$ cat config.mk
export PLATFORM = sky130hd
export DESIGN_NAME = mdu_issue_slot_sched
export DESIGN_NICKNAME = d
export VERILOG_FILES = /design/src/rtl/mdu_issue_slot_sched.sv
export SDC_FILE = /design/constraint.sdc
export NUM_CORES = 1
export LEC_CHECK = 0
export BUFFER_PORTS_ARGS = -buffer_cell sky130_fd_sc_hd__buf_2
export CAP_MARGIN = 20
export CORE_MARGIN = 4
export CORE_UTILIZATION = 40
export CTS_CLUSTER_DIAMETER = 50
export DETAILED_ROUTE_END_ITERATION = 8
export HOLD_SLACK_MARGIN = 0.1
export PLACE_DENSITY = 0.72
export RECOVER_POWER = 25
export SLEW_MARGIN = 10
export SYNTH_ARGS = -nofsm -noshare
export SYNTH_HDL_FRONTEND = slang
export SYNTH_SLANG_ARGS = --single-unit
$ cat constraint.sdc
create_clock -name clk -period 1.85 [get_ports clk]
set_input_delay 0.2775 -clock clk [delete_from_list [all_inputs] [get_ports clk]]
set_output_delay 0.2775 -clock clk [all_outputs]
set_load 0.05 [all_outputs]
$ cat src/rtl/mdu_issue_slot_sched.sv
// MDU issue slot: per-unit occupancy timelines plus a shared HI/LO writeback timeline
// gate acceptance of the issue-queue head and register the bundle toward PRF read.
module mdu_issue_slot_sched #(
  parameter int TL_W    = 32,
  parameter int UOP_W   = 64,
  parameter int PRF_AW  = 6,
  parameter int MUL_OCC = 1,
  parameter int MUL_LAT = 3,
  parameter int DIV_OCC = 16,
  parameter int DIV_LAT = 17,
  parameter int OTH_LAT = 1,
  parameter int CNT_W   = 16
) (
  input  logic              clk,
  input  logic              rst,
  input  logic              flush,
  input  logic              pause,
  input  logic              prim_pause,
  input  logic              issue_valid,
  input  logic [1:0]        issue_class,
  input  logic [UOP_W-1:0]  issue_hi,
  input  logic [UOP_W-1:0]  issue_lo,
  input  logic [PRF_AW-1:0] op0_paddr,
  input  logic [PRF_AW-1:0] op1_paddr,
  output logic              issue_accept,
  output logic              rf_valid,
  output logic [UOP_W-1:0]  rf_hi,
  output logic [UOP_W-1:0]  rf_lo,
  output logic [PRF_AW-1:0] prf_rs0,
  output logic [PRF_AW-1:0] prf_rs1,
  output logic              mul_busy,
  output logic              div_busy,
  output logic [CNT_W-1:0]  stall_cnt
);

  if (MUL_OCC < 1 || MUL_OCC > TL_W || DIV_OCC < 1 || DIV_OCC > TL_W ||
      MUL_LAT < 1 || MUL_LAT > TL_W - 1 || DIV_LAT < 1 || DIV_LAT > TL_W - 1 ||
      OTH_LAT < 1 || OTH_LAT > TL_W - 1) begin : gBadParams
    $error("mdu_issue_slot_sched: occupancy/latency parameter out of range");
  end

  localparam logic [TL_W-1:0] ONE      = TL_W'(1);
  localparam logic [TL_W-1:0] MUL_MASK = (ONE << MUL_OCC) - ONE;
  localparam logic [TL_W-1:0] DIV_MASK = (ONE << DIV_OCC) - ONE;
  // Check bit lat is tested before the shift; set bit lat-1 lands after the shift.
  localparam logic [TL_W-1:0] MUL_CHK  = ONE << MUL_LAT;
  localparam logic [TL_W-1:0] DIV_CHK  = ONE << DIV_LAT;
  localparam logic [TL_W-1:0] OTH_CHK  = ONE << OTH_LAT;
  localparam logic [TL_W-1:0] MUL_SET  = ONE << (MUL_LAT - 1);
  localparam logic [TL_W-1:0] DIV_SET  = ONE << (DIV_LAT - 1);
  localparam logic [TL_W-1:0] OTH_SET  = ONE << (OTH_LAT - 1);

  logic [TL_W-1:0] mulTl, divTl, wbTl;
  logic [TL_W-1:0] wbChk, wbSet;
  logic            hold, unitFree, isMul, isDiv;

  always_comb begin
    hold     = pause | prim_pause;
    wbChk    = '0;
    wbSet    = '0;
    unitFree = 1'b0;
    isMul    = 1'b0;
    isDiv    = 1'b0;
    case (issue_class)
      2'b00: begin
        wbChk    = OTH_CHK;
        wbSet    = OTH_SET;
        unitFree = 1'b1;
      end
      2'b01: begin
        wbChk    = MUL_CHK;
        wbSet    = MUL_SET;
        unitFree = ~mulTl[0];
        isMul    = 1'b1;
      end
      2'b10: begin
        wbChk    = DIV_CHK;
        wbSet    = DIV_SET;
        unitFree = ~divTl[0];
        isDiv    = 1'b1;
      end
      default: unitFree = 1'b0;
    endcase
    issue_accept = issue_valid & ~rst & ~hold & ~flush & unitFree & ((wbTl & wbChk) == '0);
  end

  always_ff @(posedge clk) begin
    if (rst) begin
      mulTl     <= '0;
      divTl     <= '0;
      wbTl      <= '0;
      rf_valid  <= 1'b0;
      rf_hi     <= '0;
      rf_lo     <= '0;
      prf_rs0   <= '0;
      prf_rs1   <= '0;
      stall_cnt <= '0;
    end else if (flush) begin
      mulTl    <= '0;
      divTl    <= '0;
      wbTl     <= '0;
      rf_valid <= 1'b0;
      rf_hi    <= '0;
      rf_lo    <= '0;
      prf_rs0  <= '0;
      prf_rs1  <= '0;
    end else if (!hold) begin
      mulTl    <= (mulTl >> 1) | ((issue_accept & isMul) ? MUL_MASK : '0);
      divTl    <= (divTl >> 1) | ((issue_accept & isDiv) ? DIV_MASK : '0);
      wbTl     <= (wbTl >> 1) | (issue_accept ? wbSet : '0);
      rf_valid <= issue_accept;
      if (issue_accept) begin
        rf_hi   <= issue_hi;
        rf_lo   <= issue_lo;
        prf_rs0 <= op0_paddr;
        prf_rs1 <= op1_paddr;
      end
      if (issue_valid && !issue_accept && stall_cnt != '1)
        stall_cnt <= stall_cnt + CNT_W'(1);
    end
  end

  assign mul_busy = mulTl[0];
  assign div_busy = divTl[0];

endmodule

Yosys cells after proc, flatten, opt, wreduce, memory -nomap -nowiden
Cells that the tools add are included.
{"block": "op_classes", "div": 0, "n_bitwise": 17, "n_lt_le_gt_ge": 0, "reduce_logical": 8, "n_mux": 8, "shift": 0, "n_mul": 0, "add_sub_neg": 1, "n_eq_ne": 3}
{"op": "case mux 18 bit (3 select lines)", "n": 1}
{"op": "case mux 17 bit (3 select lines)", "n": 1}
{"op": "AND 32 bit", "n": 1}
{"op": "logical NOT 32 bit", "n": 1}
{"op": "two-way mux 32 bit", "n": 1}
{"op": "OR 31 x 32 -> 32 bit", "n": 1}
{"op": "OR 31 x 1 -> 31 bit", "n": 1}
{"op": "OR 31 x 16 -> 31 bit", "n": 1}
{"op": "adder 16 x 1 -> 16 bit (second input constant)", "n": 1}
{"op": "two-way mux 16 bit", "n": 1}
{"op": "!= test 16 bit (second input constant)", "n": 1}
{"op": "AND 1 bit", "n": 7}
{"op": "NOT 1 bit", "n": 5}
{"op": "two-way mux 1 bit", "n": 3}
{"op": "case mux 1 bit (3 select lines)", "n": 1}
{"op": "AND reduction 3 bit", "n": 1}
{"op": "equality test 2 x 1 -> 1 bit (second input constant)", "n": 1}
{"op": "equality test 2 bit (second input constant)", "n": 1}
{"op": "logical AND 1 bit", "n": 2}
{"op": "logical NOT 2 bit", "n": 1}
{"op": "AND reduction 2 bit", "n": 1}
{"op": "OR reduction 2 bit", "n": 1}
{"op": "logical NOT 1 bit", "n": 1}
{"op": "OR 1 bit", "n": 1}
{"block": "totals", "latchBits": 0, "wordCells": 46, "ramBits": 0, "memories": 0, "mem_bits_ro": 0, "register_bits": 253}

Depth between registers and ports, before layout
{"block": "logic_depth", "depth_word": 10, "depth_mapped": 10, "ltp_nobuf": 6}

Worst setup path after synthesis
OpenSTA, ideal clock, no wires.
{"block": "synth_timing", "path_kind": "flip-flop to flip-flop", "startpoint": "reg stall_cnt[0]", "endpoint": "reg stall_cnt[1]", "period_less_slack_ns": 2.203, "setup_ns": 0.117, "path_stages_with_launch": 7, "arrival_time_ns": 2.086, "setup_slack_ns": -0.353, "t_required_ns": 1.733, "n_path_buf": 0, "cell_sequence": "dfxtp_1 -> ha_1 -> nand4_1 -> nor4_2 -> or2_2 -> mux2i_1 -> nor2_1"}
{"block": "synth_via", "elab_chain_cells": 3, "elab_cells_between_ends": 4}
{"element": "start, declared", "line_no": "33", "source": "output logic [CNT_W-1:0] stall_cnt"}
{"element": "start signal, assigned", "line_no": "119", "source": "stall_cnt <= stall_cnt + CNT_W'(1);"}
{"element": "branches (longest 3 deep; another with adder 16 x 1 -> 16 bit)"}
Several ways; the timed one is not identified.
A chain may end at the register's enable or synchronous reset.

Worst setup path after layout
{"block": "layout_timing", "startpoint": "reg mulTl[0]", "endpoint": "out issue_accept"}
{"block": "layout_via", "elab_chain_cells": 4}
{"element": "start, declared", "line_no": "53", "source": "logic [TL_W-1:0] mulTl, divTl, wbTl;"}
{"element": "start signal, assigned", "line_no": "108", "source": "mulTl <= (mulTl >> 1) | ((issue_accept & isMul) ? MUL_MASK : '0);"}
{"element": "NOT 1 bit", "line_no": "73", "source": "unitFree = ~mulTl[0];"}
{"element": "case mux 1 bit (3 select lines)", "line_no": "64", "source": "case (issue_class)"}
{"element": "AND 1 bit (2 in a row)", "line_no": "84", "source": "issue_accept = issue_valid & ~rst & ~hold & ~flush & unitFree & ((wbTl & wbChk) == '0);"}
{"element": "end, declared", "line_no": "25", "source": "output logic issue_accept,"}
Every way passes these cells.

==> flow_summary.toml <==
[routing]
num_vias = 7356
ant_nets = 0
vias_per_cell = 4.87
drc = 0
drt-wirelength-per-cell_um = 15.1
drt_iter0_drc = 364
routed_wl_um = 22800
dr.pass1.iters = 6

[clock_tree]
htree_levels = 4
cts_made_buffers = 17
root_buffer = "clkbuf_16"
clkLatencyLatePin_ps = 430
cts.sinks = 190
clk_path_buf_depth = 2
clkTransAtPathRegs_ps = 70
cts_tree = "done"

[synth]
synth_seq_area_share = 0.555
syn_inst = 852
synthTopCellsByArea = "dfxtp_1, nand2_1, a21oi_1, clkbuf_1, xnor2_1"
synth-seq-cells = 190
yosysUniqueCellTypes = 42
yosysTopAreaCellShare = 0.555
ys_warn_count = 0
syn_area_per_cell_um2 = 8.05
synth_area_leader_cell = "dfxtp_1"
synth_nets = 1001
synthesis.area_um2 = 6860

[power_and_ir_drop]
p_leak_nw = 4.31
power_density_nw_per_um2 = 793
vdd_ir_drop_max_mv = 0.598

[setup_path]
timing.rr.end = "rf_lo[0]"
cpLargestDelayFamily = "simple AND/OR/NAND/NOR gates"
path_cells = "a221oi_4 > nand3_1 > or2_4 > inv_8 > buf_6 > buf_12"
slowest_stage = "dfxtp_2"
path_buf_inv = 3
start_kind = "register"
critPathMaxStageDelay_ps = 340
critical_path_class = "reg -> out"
arrival_ps = 1740
r2r-start = "mulTl[0]"
path_max_fanout = 3
worst-endpoint-required_ps = 1570
r2r_slack_ps = -130
endpoint_kind = "primary output"
r2r_cells = 8

[placement]
portBuffers = 307
preCtsSetupSlack_ps = -186
routabilityCongestion = 0.835
dpl.hpwl_um = 13700

[floorplanning]
pin_count = 308
placement_rows = 47
die_area_um2 = 19300
die_h_um = 139
core_um2 = 16700
start_util = 0.410
die_w_um = 139

[status]
violations = "negative setup slack"
status = "complete, but fails checks"

[cells_and_area]
final_cell_mix = "nand2_1, buf_2, dfxtp_1"
final_layout_size_suffix_gt1_frac = 0.287
syn_to_final_growth_pct = 56.1
regArea_um2 = 3830
n_fill_cell = 1337
layout.nets = 1428
finish.utilization = 0.641
multi_input_comb_area_um2 = 2810
layout_commonest_cell = "nand2_1"
n_antenna_cell = 0

[timing]
period_needed_ps = 2020
rsz0062_at_grt = "yes"
hold_viol = 0
maxSlewViolCount = 0
timing.final.ws_setup_ps = -169
tightest_slew_ps = 1110
hold_slack_ps = 115
fmax_mhz = 495
skew_ps = 11.0
fin_tns_setup_ps = -4740
setup_viol = 97
period_share = 1.09
maxSlewHeadroom = 0.259

[global_routing]
grt.total_usage = 0.221
grt_antenna_before_repair = 0
grt_pass1_wl_um = 35600
grt_pass1_vias = 7050
grt-ovfl-total = 0
grt_max_degree = 79

[hold_path]
hold-path-endpoint = "rf_hi[27]"
hp-start = "issue_hi[27]"
hold_depth = 3
hp-class = "in -> reg"

[flow_run]
cap_violations = 0
==> metrics by stage <==
step | power, mW | instances | area, um2
2_1_floorplan | 4.38 | 852 | 6900
3_3_place_gp | 4.61 | 1350 | 8770
3_5_place_dp | 4.61 | 1350 | 8770
4_1_cts | 8.53 | 1509 | 10700
5_1_grt | 8.76 | 1510 | 10700
6_report | 8.48 | 1510 | 10700
==> worst max-delay path by stage <==
stage	start	end	slack, ps	cells past startpoint
2_1_floorplan	prim_pause	stall_cnt[15]	-30	5
3_3_place_gp	prim_pause	stall_cnt[15]	-180	6
3_5_place_dp	prim_pause	stall_cnt[15]	-190	6
4_1_cts	mulTl[0]	issue_accept	-170	6
5_1_grt	mulTl[0]	issue_accept	-250	6
6_report	mulTl[0]	issue_accept	-170	6
==> logic make-up (layout without fill, tap and decap cells) <==
| kind of cell | Yosys count | in the layout | synth area share |
|---|---|---|---|
| mux | 1 | 1 | 0.00146 |
| compound gates | 182 | 182 | 0.140 |
| flops | 190 | 190 | 0.555 |
| buf+inv | 64 | 502 | 0.0445 |
| xor+xnor | 13 | 13 | 0.0166 |
| fa+ha+maj | 1 | 1 | 0.00182 |
| simple gates | 401 | 401 | 0.240 |
==> worst reg2reg max path, stage by stage, from the launching register on <==
cell,delay (ps)
dfxtp_2,340
a221oi_4,270
nand3_1,120
or2_4,290
inv_8,70
buf_4,250
buf_16,260
nand2_1,110
a21oi_1,180
==> final cells by class <==
type	count	share of cell area
sequential	190	0.358
clock inverter	11	0.0148
multi-input combinational	598	0.263
clock buffer	19	0.0404
tap	220	0.0257
inverter	2	0.00140
timing repair buffer	470	0.297
==> synthesized netlist by cell type, drive strengths merged <==
| cell type | instances |
|---|---|
| nand2 | 345 |
| dfxtp | 190 |
| a21oi | 159 |
| clkbuf | 33 |
| buf | 29 |
| nor2 | 19 |
| a31oi | 15 |
| xnor2 | 12 |
| nor4 | 9 |
| nand3 | 6 |
| nand4 | 5 |
| or2 | 4 |
| a211oi | 2 |
| a31o | 2 |
| nor3 | 2 |
| nor4b | 2 |
| o21ai | 2 |
| a221oi | 1 |
| and3 | 1 |
| and4 | 1 |
| clkinv | 1 |
| ha | 1 |
| inv | 1 |
| mux2i | 1 |
| nand2b | 1 |
| nand3b | 1 |
| nand4b | 1 |
| nor3b | 1 |
| o211ai | 1 |
| or3b | 1 |
| or4 | 1 |
| or4b | 1 |
| xor2 | 1 |
==> what timing repair did <==
action	in CTS	in global routing
gates cloned	0	1
hold endpoints to repair	128	0
hold buffers	128	0
pin swaps	0	1
resized for setup	5	9
endpoints found under the setup margin	45	158
buffers inserted	1	0
==> sequential cells by signal, summed over array words and instances, names as in the netlist <==
name and count:
divTl 16, stall_cnt 16, rf_valid 1, prf_rs1 6, mulTl 1, rf_hi 64
prf_rs0 6, wbTl 16, rf_lo 64
==> where the power goes <==
group          internal (mW)  leakage (nW)  switching, mW
combinational          0.355          2.49          0.299
sequential              4.10          1.54        0.00713
clock                   2.14         0.278           1.59
total                   6.59          4.31           1.90
==> layer usage <==
layer / GRT usage / wire length [um]
met4: 0.0973 / 784
met3: 0.0714 / 1970
met1: 0.255 / 8840
met2: 0.377 / 11200
met5: 0 / 0
No activity file was read; power rests on OpenSTA's default activity.
